$ cat src/rtl/lms_pkg.sv
// Shared types, default parameters and saturation helper for the LMS filter core.
package lms_pkg;

  typedef enum logic [2:0] {
    IDLE,
    MAC,
    ERR,
    UPD,
    DONE
  } state_e;

  localparam int DEF_TAPS      = 16;
  localparam int DEF_DATA_W    = 14;
  localparam int DEF_COEF_W    = 32;
  localparam int DEF_FRAC_BITS = 16;
  localparam int DEF_MU_SHIFT  = 8;

  // Working width for saturation; wide enough for any intermediate in the core.
  localparam int SAT_W = 128;

  // Clamp a signed value to the range of a w-bit signed number.
  function automatic logic signed [SAT_W-1:0] sat(input logic signed [SAT_W-1:0] v,
                                                  input int w);
    logic signed [SAT_W-1:0] one;
    logic signed [SAT_W-1:0] hi;
    logic signed [SAT_W-1:0] lo;
    one = SAT_W'(1);
    hi  = (one <<< (w - 1)) - one;
    lo  = ~hi;
    if (v > hi)      return hi;
    else if (v < lo) return lo;
    else             return v;
  endfunction

endpackage

$ cat src/rtl/lms_delay_line.sv
// Reference-sample delay line: tap 0 holds the newest sample, one read port by index.
module lms_delay_line #(
  parameter int TAPS   = 16,
  parameter int DATA_W = 14
) (
  input  logic                     clk,
  input  logic                     rst,
  input  logic                     shift_en,
  input  logic signed [DATA_W-1:0] x_in,
  input  logic [$clog2(TAPS)-1:0]  rd_idx,
  output logic signed [DATA_W-1:0] x_rd
);

  logic signed [DATA_W-1:0] tap_q [TAPS];
  logic signed [DATA_W-1:0] tap_d [TAPS];

  // Shift the new sample in at tap 0; the oldest sample falls off the end.
  always_comb begin
    tap_d = tap_q;
    if (shift_en) begin
      tap_d[0] = x_in;
      for (int k = 1; k < TAPS; k++) begin
        tap_d[k] = tap_q[k-1];
      end
    end
  end

  // Tap registers, cleared by reset so a fresh run starts from silence.
  always_ff @(posedge clk) begin
    if (rst) begin
      for (int k = 0; k < TAPS; k++) begin
        tap_q[k] <= '0;
      end
    end else begin
      tap_q <= tap_d;
    end
  end

  assign x_rd = tap_q[rd_idx];

endmodule

$ cat src/rtl/lms_filter_core.sv
// Time-multiplexed LMS adaptive FIR: one multiplier serves the MAC pass and the update pass.
module lms_filter_core
  import lms_pkg::*;
#(
  parameter int TAPS      = DEF_TAPS,
  parameter int DATA_W    = DEF_DATA_W,
  parameter int COEF_W    = DEF_COEF_W,
  parameter int FRAC_BITS = DEF_FRAC_BITS,
  parameter int MU_SHIFT  = DEF_MU_SHIFT,
  parameter int ACC_W     = DATA_W + COEF_W + $clog2(TAPS)
) (
  input  logic                     clk,
  input  logic                     rst,
  input  logic                     in_valid,
  output logic                     in_ready,
  input  logic signed [DATA_W-1:0] x_in,
  input  logic signed [DATA_W-1:0] d_in,
  input  logic                     adapt_en,
  input  logic                     coef_wr_en,
  input  logic [$clog2(TAPS)-1:0]  coef_wr_addr,
  input  logic signed [COEF_W-1:0] coef_wr_data,
  output logic                     out_valid,
  output logic signed [DATA_W-1:0] y_out,
  output logic signed [DATA_W-1:0] e_out,
  output logic                     busy
);

  localparam int IDX_W  = $clog2(TAPS);
  localparam int PROD_W = DATA_W + COEF_W;
  localparam logic [IDX_W-1:0] LAST_IDX = IDX_W'(TAPS - 1);

  function automatic logic signed [DATA_W-1:0] sat_data(input logic signed [SAT_W-1:0] v);
    return DATA_W'(sat(v, DATA_W));
  endfunction

  function automatic logic signed [COEF_W-1:0] sat_coef(input logic signed [SAT_W-1:0] v);
    return COEF_W'(sat(v, COEF_W));
  endfunction

  state_e                   state_q, state_d;
  logic [IDX_W-1:0]         idx_q, idx_d;
  logic signed [ACC_W-1:0]  acc_q, acc_d;
  logic signed [DATA_W-1:0] dsr_q, dsr_d;
  logic                     adapt_q, adapt_d;
  logic signed [DATA_W-1:0] y_q, y_d;
  logic signed [DATA_W-1:0] e_q, e_d;
  logic                     out_valid_q, out_valid_d;
  logic signed [COEF_W-1:0] w_q [TAPS];
  logic signed [COEF_W-1:0] w_d [TAPS];

  logic                     shift_en;
  logic signed [DATA_W-1:0] x_rd;
  logic signed [COEF_W-1:0] mul_b;
  logic signed [PROD_W-1:0] prod;
  logic signed [ACC_W-1:0]  acc_shift;
  logic signed [DATA_W-1:0] y_new;

  assign in_ready  = (state_q == IDLE) && !coef_wr_en;
  assign busy      = (state_q != IDLE);
  assign out_valid = out_valid_q;
  assign y_out     = y_q;
  assign e_out     = e_q;

  lms_delay_line #(
    .TAPS  (TAPS),
    .DATA_W(DATA_W)
  ) u_dline (
    .clk     (clk),
    .rst     (rst),
    .shift_en(shift_en),
    .x_in    (x_in),
    .rd_idx  (idx_q),
    .x_rd    (x_rd)
  );

  // Shared multiplier: x[k] times w[k] while filtering, x[k] times e while adapting.
  always_comb begin
    mul_b = (state_q == UPD) ? COEF_W'(e_q) : w_q[idx_q];
    prod  = PROD_W'(x_rd) * PROD_W'(mul_b);
  end

  // Next-state, accumulator, result and coefficient update logic.
  always_comb begin
    state_d     = state_q;
    idx_d       = idx_q;
    acc_d       = acc_q;
    dsr_d       = dsr_q;
    adapt_d     = adapt_q;
    y_d         = y_q;
    e_d         = e_q;
    out_valid_d = 1'b0;
    w_d         = w_q;
    shift_en    = 1'b0;
    acc_shift   = acc_q >>> FRAC_BITS;
    y_new       = sat_data(SAT_W'(acc_shift));
    case (state_q)
      IDLE: begin
        // Writes only land while idle; an out-of-range index is dropped.
        if (coef_wr_en && (int'(coef_wr_addr) < TAPS)) begin
          w_d[coef_wr_addr] = coef_wr_data;
        end
        if (in_valid && in_ready) begin
          shift_en = 1'b1;
          dsr_d    = d_in;
          adapt_d  = adapt_en;
          acc_d    = '0;
          idx_d    = '0;
          state_d  = MAC;
        end
      end
      MAC: begin
        acc_d = acc_q + ACC_W'(prod);
        if (idx_q == LAST_IDX) begin
          idx_d   = '0;
          state_d = ERR;
        end else begin
          idx_d = idx_q + IDX_W'(1);
        end
      end
      ERR: begin
        // Error is formed from the already-saturated output, then saturated itself.
        y_d     = y_new;
        e_d     = sat_data(SAT_W'(dsr_q) - SAT_W'(y_new));
        state_d = adapt_q ? UPD : DONE;
      end
      UPD: begin
        w_d[idx_q] = sat_coef(SAT_W'(w_q[idx_q]) + (SAT_W'(prod) >>> MU_SHIFT));
        if (idx_q == LAST_IDX) begin
          idx_d   = '0;
          state_d = DONE;
        end else begin
          idx_d = idx_q + IDX_W'(1);
        end
      end
      DONE: begin
        out_valid_d = 1'b1;
        state_d     = IDLE;
      end
      default: state_d = IDLE;
    endcase
  end

  // Control, result and coefficient registers; reset aborts any sample in flight.
  always_ff @(posedge clk) begin
    if (rst) begin
      state_q     <= IDLE;
      idx_q       <= '0;
      adapt_q     <= 1'b0;
      y_q         <= '0;
      e_q         <= '0;
      out_valid_q <= 1'b0;
      for (int k = 0; k < TAPS; k++) begin
        w_q[k] <= '0;
      end
    end else begin
      state_q     <= state_d;
      idx_q       <= idx_d;
      adapt_q     <= adapt_d;
      y_q         <= y_d;
      e_q         <= e_d;
      out_valid_q <= out_valid_d;
      w_q         <= w_d;
    end
  end

  // Accumulator and captured desired sample; both are reloaded on every accept.
  always_ff @(posedge clk) begin
    acc_q <= acc_d;
    dsr_q <= dsr_d;
  end

endmodule

$ cat config.mk
export PLATFORM = sky130hd
export DESIGN_NAME = lms_filter_core
export DESIGN_NICKNAME = d
export VERILOG_FILES = /design/src/rtl/lms_pkg.sv /design/src/rtl/lms_delay_line.sv /design/src/rtl/lms_filter_core.sv
export SDC_FILE = /design/constraint.sdc
export NUM_CORES = 2
export LEC_CHECK = 0
export CORE_UTILIZATION = 60
export CTS_BUF_LIST = sky130_fd_sc_hd__clkbuf_2
export DETAILED_ROUTE_END_ITERATION = 8
export GPL_TIMING_DRIVEN = 0
export PLACE_DENSITY = 0.83
export SYNTH_ARGS = -nofsm -noshare
export SYNTH_HDL_FRONTEND = slang
export SYNTH_HIERARCHICAL = 1
export SYNTH_SLANG_ARGS = --single-unit
$ cat constraint.sdc
create_clock -name clk -period 14.1 [get_ports clk]
set_input_delay 2.82 -clock clk [delete_from_list [all_inputs] [get_ports clk]]
set_output_delay 2.82 -clock clk [all_outputs]
set_load 0.02 [all_outputs]
# Yosys cells after proc, flatten, opt, wreduce, memory -nomap -nowiden
# Cells that the tools add are included.
# op_classes
bitwise_logic	2
magnitude_cmp	10
n_reduce_logical	16
multipliers	1
eq_ne	9
muxes	35
addsub	4
# ops
operator	n
bitwise mux 512 bit	2
case mux 512 bit (2 select lines)	1
two-way mux 512 bit	1
demux 32 bit (select 4 bit)	2
two-way mux 32 bit	8
binary-select mux 32 bit (select 4 bit)	1
case mux 50 bit (2 select lines)	1
two-way mux 14 bit	6
binary-select mux 14 bit (select 4 bit)	1
adder 50 x 46 -> 50 bit	1
two-way mux 50 bit	1
multiplier 14 x 32 -> 46 bit	1
adder 32 x 38 -> 39 bit	1
> comparator 39 x 32 -> 1 bit (second input constant)	1
< comparator 39 x 32 -> 1 bit (second input constant)	1
> comparator 34 x 14 -> 1 bit (second input constant)	1
< comparator 34 x 14 -> 1 bit (second input constant)	1
> comparator 15 x 14 -> 1 bit (second input constant)	1
< comparator 15 x 14 -> 1 bit (second input constant)	1
subtractor 14 x 14 -> 15 bit	1
two-way mux 3 bit	4
case mux 3 bit (4 select lines)	1
>= comparator 5 bit (second input constant)	2
< comparator 5 x 1 -> 1 bit (second input constant)	2
19 further kinds	34
# totals
ff_bits	837
out_inout_bits	31
elab_cells	117

# Logic depth before layout (Yosys ltp)
# logic_depth
depth_word	13
mapped_depth	49

# Modules after synthesis
# Netlist, hierarchy kept.
# by_module_without_submodules
mod	cells_per_inst	instances	area_per_inst_um2
lms_filter_core	5665	1	49673.9
lms_delay_line	840	1	9546.7

# Worst setup path before layout
# OpenSTA, ideal clock, no wires.
# synth_timing
kind	register to register
from	reg idx_q[0]
to	reg w_q[113] (netlist name)
arrival_time_ns	11.943
slack_ns	2.023
setup_time_ns	0.134
path_stages_with_launch	46
required_ns	13.966
n_path_buf	10
synth_period_minus_slack_ns	12.077
path_cell_list	dfxtp_1 > clkbuf_1 > buf_2 > buf_1 > clkbuf_1 > mux4_2 > mux4_2 > nand2_1 > nand2_1 > clkbuf_1 > nand2_1 > fa_1 > fa_1 > inv_1 > fa_1 > fa_1 > fa_1 > inv_1 > (+10 left out) > o21bai_1 > a21oi_1 > xnor2_1 > ha_1 > buf_2 > and2_1 > a311o_1 > a221oi_2 > o211ai_1 > or3_4 > a2111oi_2 > o2111ai_1 > or3_1 > buf_2 > buf_8 > a21oi_4 > buf_6 > o22ai_1
# synth_between
elab_chain_len	13
word_cells_on_any_way	22
cone_classes	1 x add/sub; 1 x mul; 4 x order compare; 14 x mux; 1 x bitwise; 1 x reduce/logical
# synth_lines
element	line	rtl
start: declaration	lms_filter_core.sv:41	logic [IDX_W-1:0] idx_q, idx_d;
start signal: assignment	lms_filter_core.sv:157	idx_q <= idx_d;
inverter 4 -> 5 bit (implied by the code) (*)	lms_delay_line.sv:39, lms_filter_core.sv:78, lms_filter_core.sv:127	
binary-select mux 32 bit (select 4 bit)	lms_filter_core.sv:78, lms_filter_core.sv:127	
two-way mux 32 bit (implied by the code) (2 in series)	lms_filter_core.sv:78, lms_filter_core.sv:127	
two-way mux 32 bit	lms_filter_core.sv:78	mul_b = (state_q == UPD) ? COEF_W'(e_q) : w_q[idx_q];
multiplier 14 x 32 -> 46 bit	lms_filter_core.sv:79	prod = PROD_W'(x_rd) * PROD_W'(mul_b);
adder 32 x 38 -> 39 bit	lms_filter_core.sv:127	w_d[idx_q] = sat_coef(SAT_W'(w_q[idx_q]) + (SAT_W'(prod) >>> MU_SHIFT));
< comparator 39 x 32 -> 1 bit	lms_pkg.sv:31	else if (v < lo) return lo;
two-way mux 32 bit	lms_pkg.sv:31	
two-way mux 32 bit	lms_pkg.sv:30	if (v > hi) return hi;
two-way mux 32 bit	lms_filter_core.sv:96	case (state_q)
bitwise mux 512 bit (*)	lms_filter_core.sv:127	
case mux 512 bit (2 select lines) (*)	lms_filter_core.sv:96	
end signal: assignment	lms_filter_core.sv:162	w_q <= w_d;
end: declaration	lms_filter_core.sv:48	logic signed [COEF_W-1:0] w_q [TAPS];
# Mark *: on every way between the ends. The rest lies on a longest branch, timed or not. The select of a mux whose other input is x is not followed.
# A chain may end at the register's enable or synchronous reset.

# Worst setup path in the final report
# layout_timing
from	reg idx_q[1]
to	reg w_q[133] (netlist name)
# Same word-level chain as after synthesis.

==> qor.txt <==
Crit path kind: reg2reg
Largest net degree at the start of global routing: 33
Crit-path max cell delay: 0.64 ns
Commonest cells after routing, fill and taps aside: dfxtp_1 (772), a21oi_1 (660), inv_1 (489), nor3_1 (484), nand2_1 (463)
Number of synthesized flops with an enable pin: 64
Crit-path max FO: 10
Syn nets: 7198
FILL cells: 8041
Worst path bufs/invs: 11
Register clock-pin slew on the reported worst setup and hold paths: 0.13 ns
Min Tclk post-route: 13.99 ns
Highest routed metal layer: met5
H-tree levels: 4
WL final: 236000 um
Clock sinks: 837
Critical path required time: 15.52 ns
Routed length per instance: 28.5 um
Register area share after synthesis: 29.4%
Ys async rst share: 0%
Final std cells w/o fill: 8290
DP Cell Count: 7882
Power per cell area: 108 nW/um^2
Hold endpoint: u_dline/tap_q[139]$_SDFFE_PP0P_
Type of origin of the critical path: flip-flop
First-pass GRT wire length: 343000 um
Standard-cell row count: 114
DIE AREA: 100000 sq um
Netlist cell types: 89
Clock buffer depth: 3
P_leak: 0.0254 uW
Slew margin rel.: 7.62%
Initial Util: 60.9%
Cell depth of the worst flop-to-flop path: 42
Die width: 316 um
Yosys reg bits: 837
Worst-skew pair later-pin latency: 1.66 ns
Synthesized instance count: 6505
Critical R2R Launch: idx_q[1]$_SDFFE_PP0P_
CTS Hold Buffers Added: 0
P_int: 3940 uW
Initial DRC count: 8431
Tot GR Track Use: 46.7%
DRT Pass-1 Iters: 9
Syn avg cell area: 9.10 sq um
Sw frac: 43.6%
HPWL Detailed: 184000 um
Hold_sp: u_dline/tap_q[153]$_SDFFE_PP0P_
Vias in the first global route: 54.6k
Drc violations: 0
Yosys warns: 6
Critical Path AT: 15.41 ns
Ys flop type: dfxtp_1
Hold Fails Final Rpt: 0
Final period util: 99.2%
CP endpoint kind: flip-flop
Boundary Pins: 100
Max-cap viol count: 0
Setup-failing EPs final: 0
CP top delay family: compound AO/OA/AOI/OAI gates
Hold path cells: 2
Status: finished clean
Fmax: 0.0715 GHz
Most common cell after layout, fill and taps aside: dfxtp_1
Clock tree from TritonCTS: built
Chip height: 316 um
Slew @ Worst Pin: 1.39 ns
I/O Buffers: 99
Maximum VDD drop: 0.0969 mV
Multi-input gate area: 38000 sq um
Routability cong.: 1.11
Most frequent CP cell: fa_1
Met3 routed wirelength: 33100 um
Core area: 97300 sq um
Final #Nets: 7529
Total power: 6980 uW
Via count: 56.3k
Worst hold-check path type: reg2reg
Cell area after synthesis: 59200 sq um
Flop pwr share: 37.0%
Overflow after GRT: 0
WL met2: 99100 um
Final slew viol count: 0
Initial antenna violation count: 20
Layout cells sized above 1: 11.1%
Worst R2R End: w_q[133]$_SDFFE_PP0P_
Sw Pwr: 3040 uW
Clk pwr share: 25.2%
Layout Skew: 0.124 ns
Register area: 17400 sq um
R2R setup slack: 0.11 ns
CTS Buf Count: 215
Combinational power share: 37.9%
Worst path slowest cell: mux4_2
Post-route ant nets: 0
Via density: 6.80
Synthesis-to-layout area growth: 8.83%
CTS root buffer: clkbuf_2
WL met1: 85100 um
[sequential cells by signal, indices dropped and copies added (netlist names)]
signal and count:
acc_q 50, dsr_q 14, e_out 14, w_q 512, state_q 3, u_dline/tap_q 224, idx_q 4, out_valid 1
y_out 14, adapt_q 1
[power groups by stage]
stage          sequential, uW  combinational (uW)  clock, uW
2_1_floorplan            2620                1490          0
3_3_place_gp             2630                2350          0
3_5_place_dp             2630                2390          0
4_1_cts                  2580                2460       1740
5_1_grt                  2590                2710       1860
6_report                 2580                2640       1760
[kinds of logic (layout without fill, tap and decap cells)]
| group | Yosys count | after routing | synth area share [%] |
|---|---|---|---|
| buffers and inverters | 1034 | 1527 | 6.97 |
| AOI/OAI and AO/OA | 1613 | 1613 | 16.7 |
| xor gates and xnor gates | 129 | 129 | 1.93 |
| other | 0 | 16 | 0 |
| adders and majority gates | 632 | 632 | 18.6 |
| DFF | 837 | 837 | 29.4 |
| and+or+nand+nor | 1817 | 1817 | 14.3 |
| muxes | 443 | 443 | 12.2 |
[layer usage]
metal	global-route usage (%)	up-vias
met3	16.9	1003
met1	57.7	27200
met2	68.1	4267
met5	0	-
met4	32.1	12
li1	-	23800
[worst max path at each step]
stage / from / end / slack, ns / depth (start not counted)
floorplan: idx_q[0]$_SDFFE_PP0P_ / w_q[113]$_SDFFE_PP0P_ / 2.02 / 45
global placement: idx_q[0]$_SDFFE_PP0P_ / w_q[448]$_SDFFE_PP0P_ / -2.38 / 44
detailed placement: idx_q[0]$_SDFFE_PP0P_ / w_q[414]$_SDFFE_PP0P_ / -2.50 / 45
CTS: idx_q[0]$_SDFFE_PP0P_ / w_q[35]$_SDFFE_PP0P_ / 0.02 / 44
global route: idx_q[1]$_SDFFE_PP0P_ / w_q[494]$_SDFFE_PP0P_ / -0.001 / 46
finish: idx_q[1]$_SDFFE_PP0P_ / w_q[133]$_SDFFE_PP0P_ / 0.11 / 42
[worst register-to-register path: cells and delay by family, from the launching register on]
| family | cells | cell delay [ns] |
|---|---|---|
| adders and majority gates | 8 | 3.46 |
| DFF | 1 | 0.54 |
| xor gates and xnor gates | 1 | 0.60 |
| AOI/OAI and AO/OA | 15 | 4.17 |
| muxes | 2 | 1.08 |
| and+or+nand+nor | 5 | 1.05 |
| buffers and inverters | 11 | 2.91 |
[final cells by class]
cell class	instances	share of cell area, %
plain buffers	544	3.84
multi-input cells	4634	59.0
inverters	489	2.85
repair buffers	115	1.80
flip-flops and latches	837	27.0
well taps	1276	2.48
diodes	16	0.0621
clock inverters	63	0.524
clock buffers	316	2.45
[synthesized netlist by cell type (11+ instances only)]
| cell | number | share of area (%) |
|---|---|---|
| dfxtp_1 | 773 | 26 |
| a21oi_1 | 664 | 5.6 |
| inv_1 | 489 | 3.1 |
| nor3_1 | 485 | 4.1 |
| nand2_1 | 464 | 2.9 |
| nor2_1 | 454 | 2.9 |
| clkbuf_1 | 440 | 2.8 |
| o22ai_1 | 437 | 4.6 |
| fa_1 | 414 | 14 |
| mux2i_1 | 227 | 3.8 |
| ha_1 | 210 | 4.4 |
| mux4_2 | 194 | 7.4 |
| and2_1 | 192 | 2.0 |
| o21ai_0 | 119 | 1.0 |
| xnor2_1 | 86 | 1.3 |
| buf_2 | 71 | 0.60 |
| a211oi_1 | 66 | 0.84 |
| edfxtp_1 | 64 | 3.2 |
| nand3_1 | 55 | 0.46 |
| a21o_1 | 48 | 0.61 |
| nor2b_1 | 43 | 0.45 |
| xor2_1 | 42 | 0.62 |
| a22oi_1 | 37 | 0.47 |
| nand2b_1 | 30 | 0.32 |
| o21bai_1 | 29 | 0.37 |
| a31oi_1 | 25 | 0.26 |
| nand4_1 | 25 | 0.26 |
| mux4_1 | 22 | 0.98 |
| a221oi_1 | 21 | 0.31 |
| o211a_1 | 19 | 0.32 |
| o21a_1 | 19 | 0.24 |
| o211ai_1 | 16 | 0.20 |
| buf_1 | 15 | 0.095 |
| a21oi_2 | 14 | 0.21 |
| o21ai_1 | 13 | 0.11 |
| and3_1 | 11 | 0.12 |
| buf_6 | 11 | 0.21 |
[repair_timing]
action / in CTS / in global routing
setup buffers: 7 / 7
setup endpoints to repair: 525 / 497
gates resized for setup: 107 / 85
gates cloned: 0 / 0
pin swaps: 2 / 4
[stage by stage]
step	setup TNS, ns	area [sq um]	util [%]	worst slack, ns	hold slack, ns
floorplan	0	59200	-	2.02	0.445
global placement	-1050.10	61800	63.5	-2.38	0.462
detailed placement	-1119.74	61800	63.6	-2.50	0.466
CTS	0	64100	65.9	0.0222	0.471
global route	-0.00105	64400	66.2	-0.00105	0.513
finish	0	64400	66.3	0.108	0.481
(Power assumes the default switching activity.)
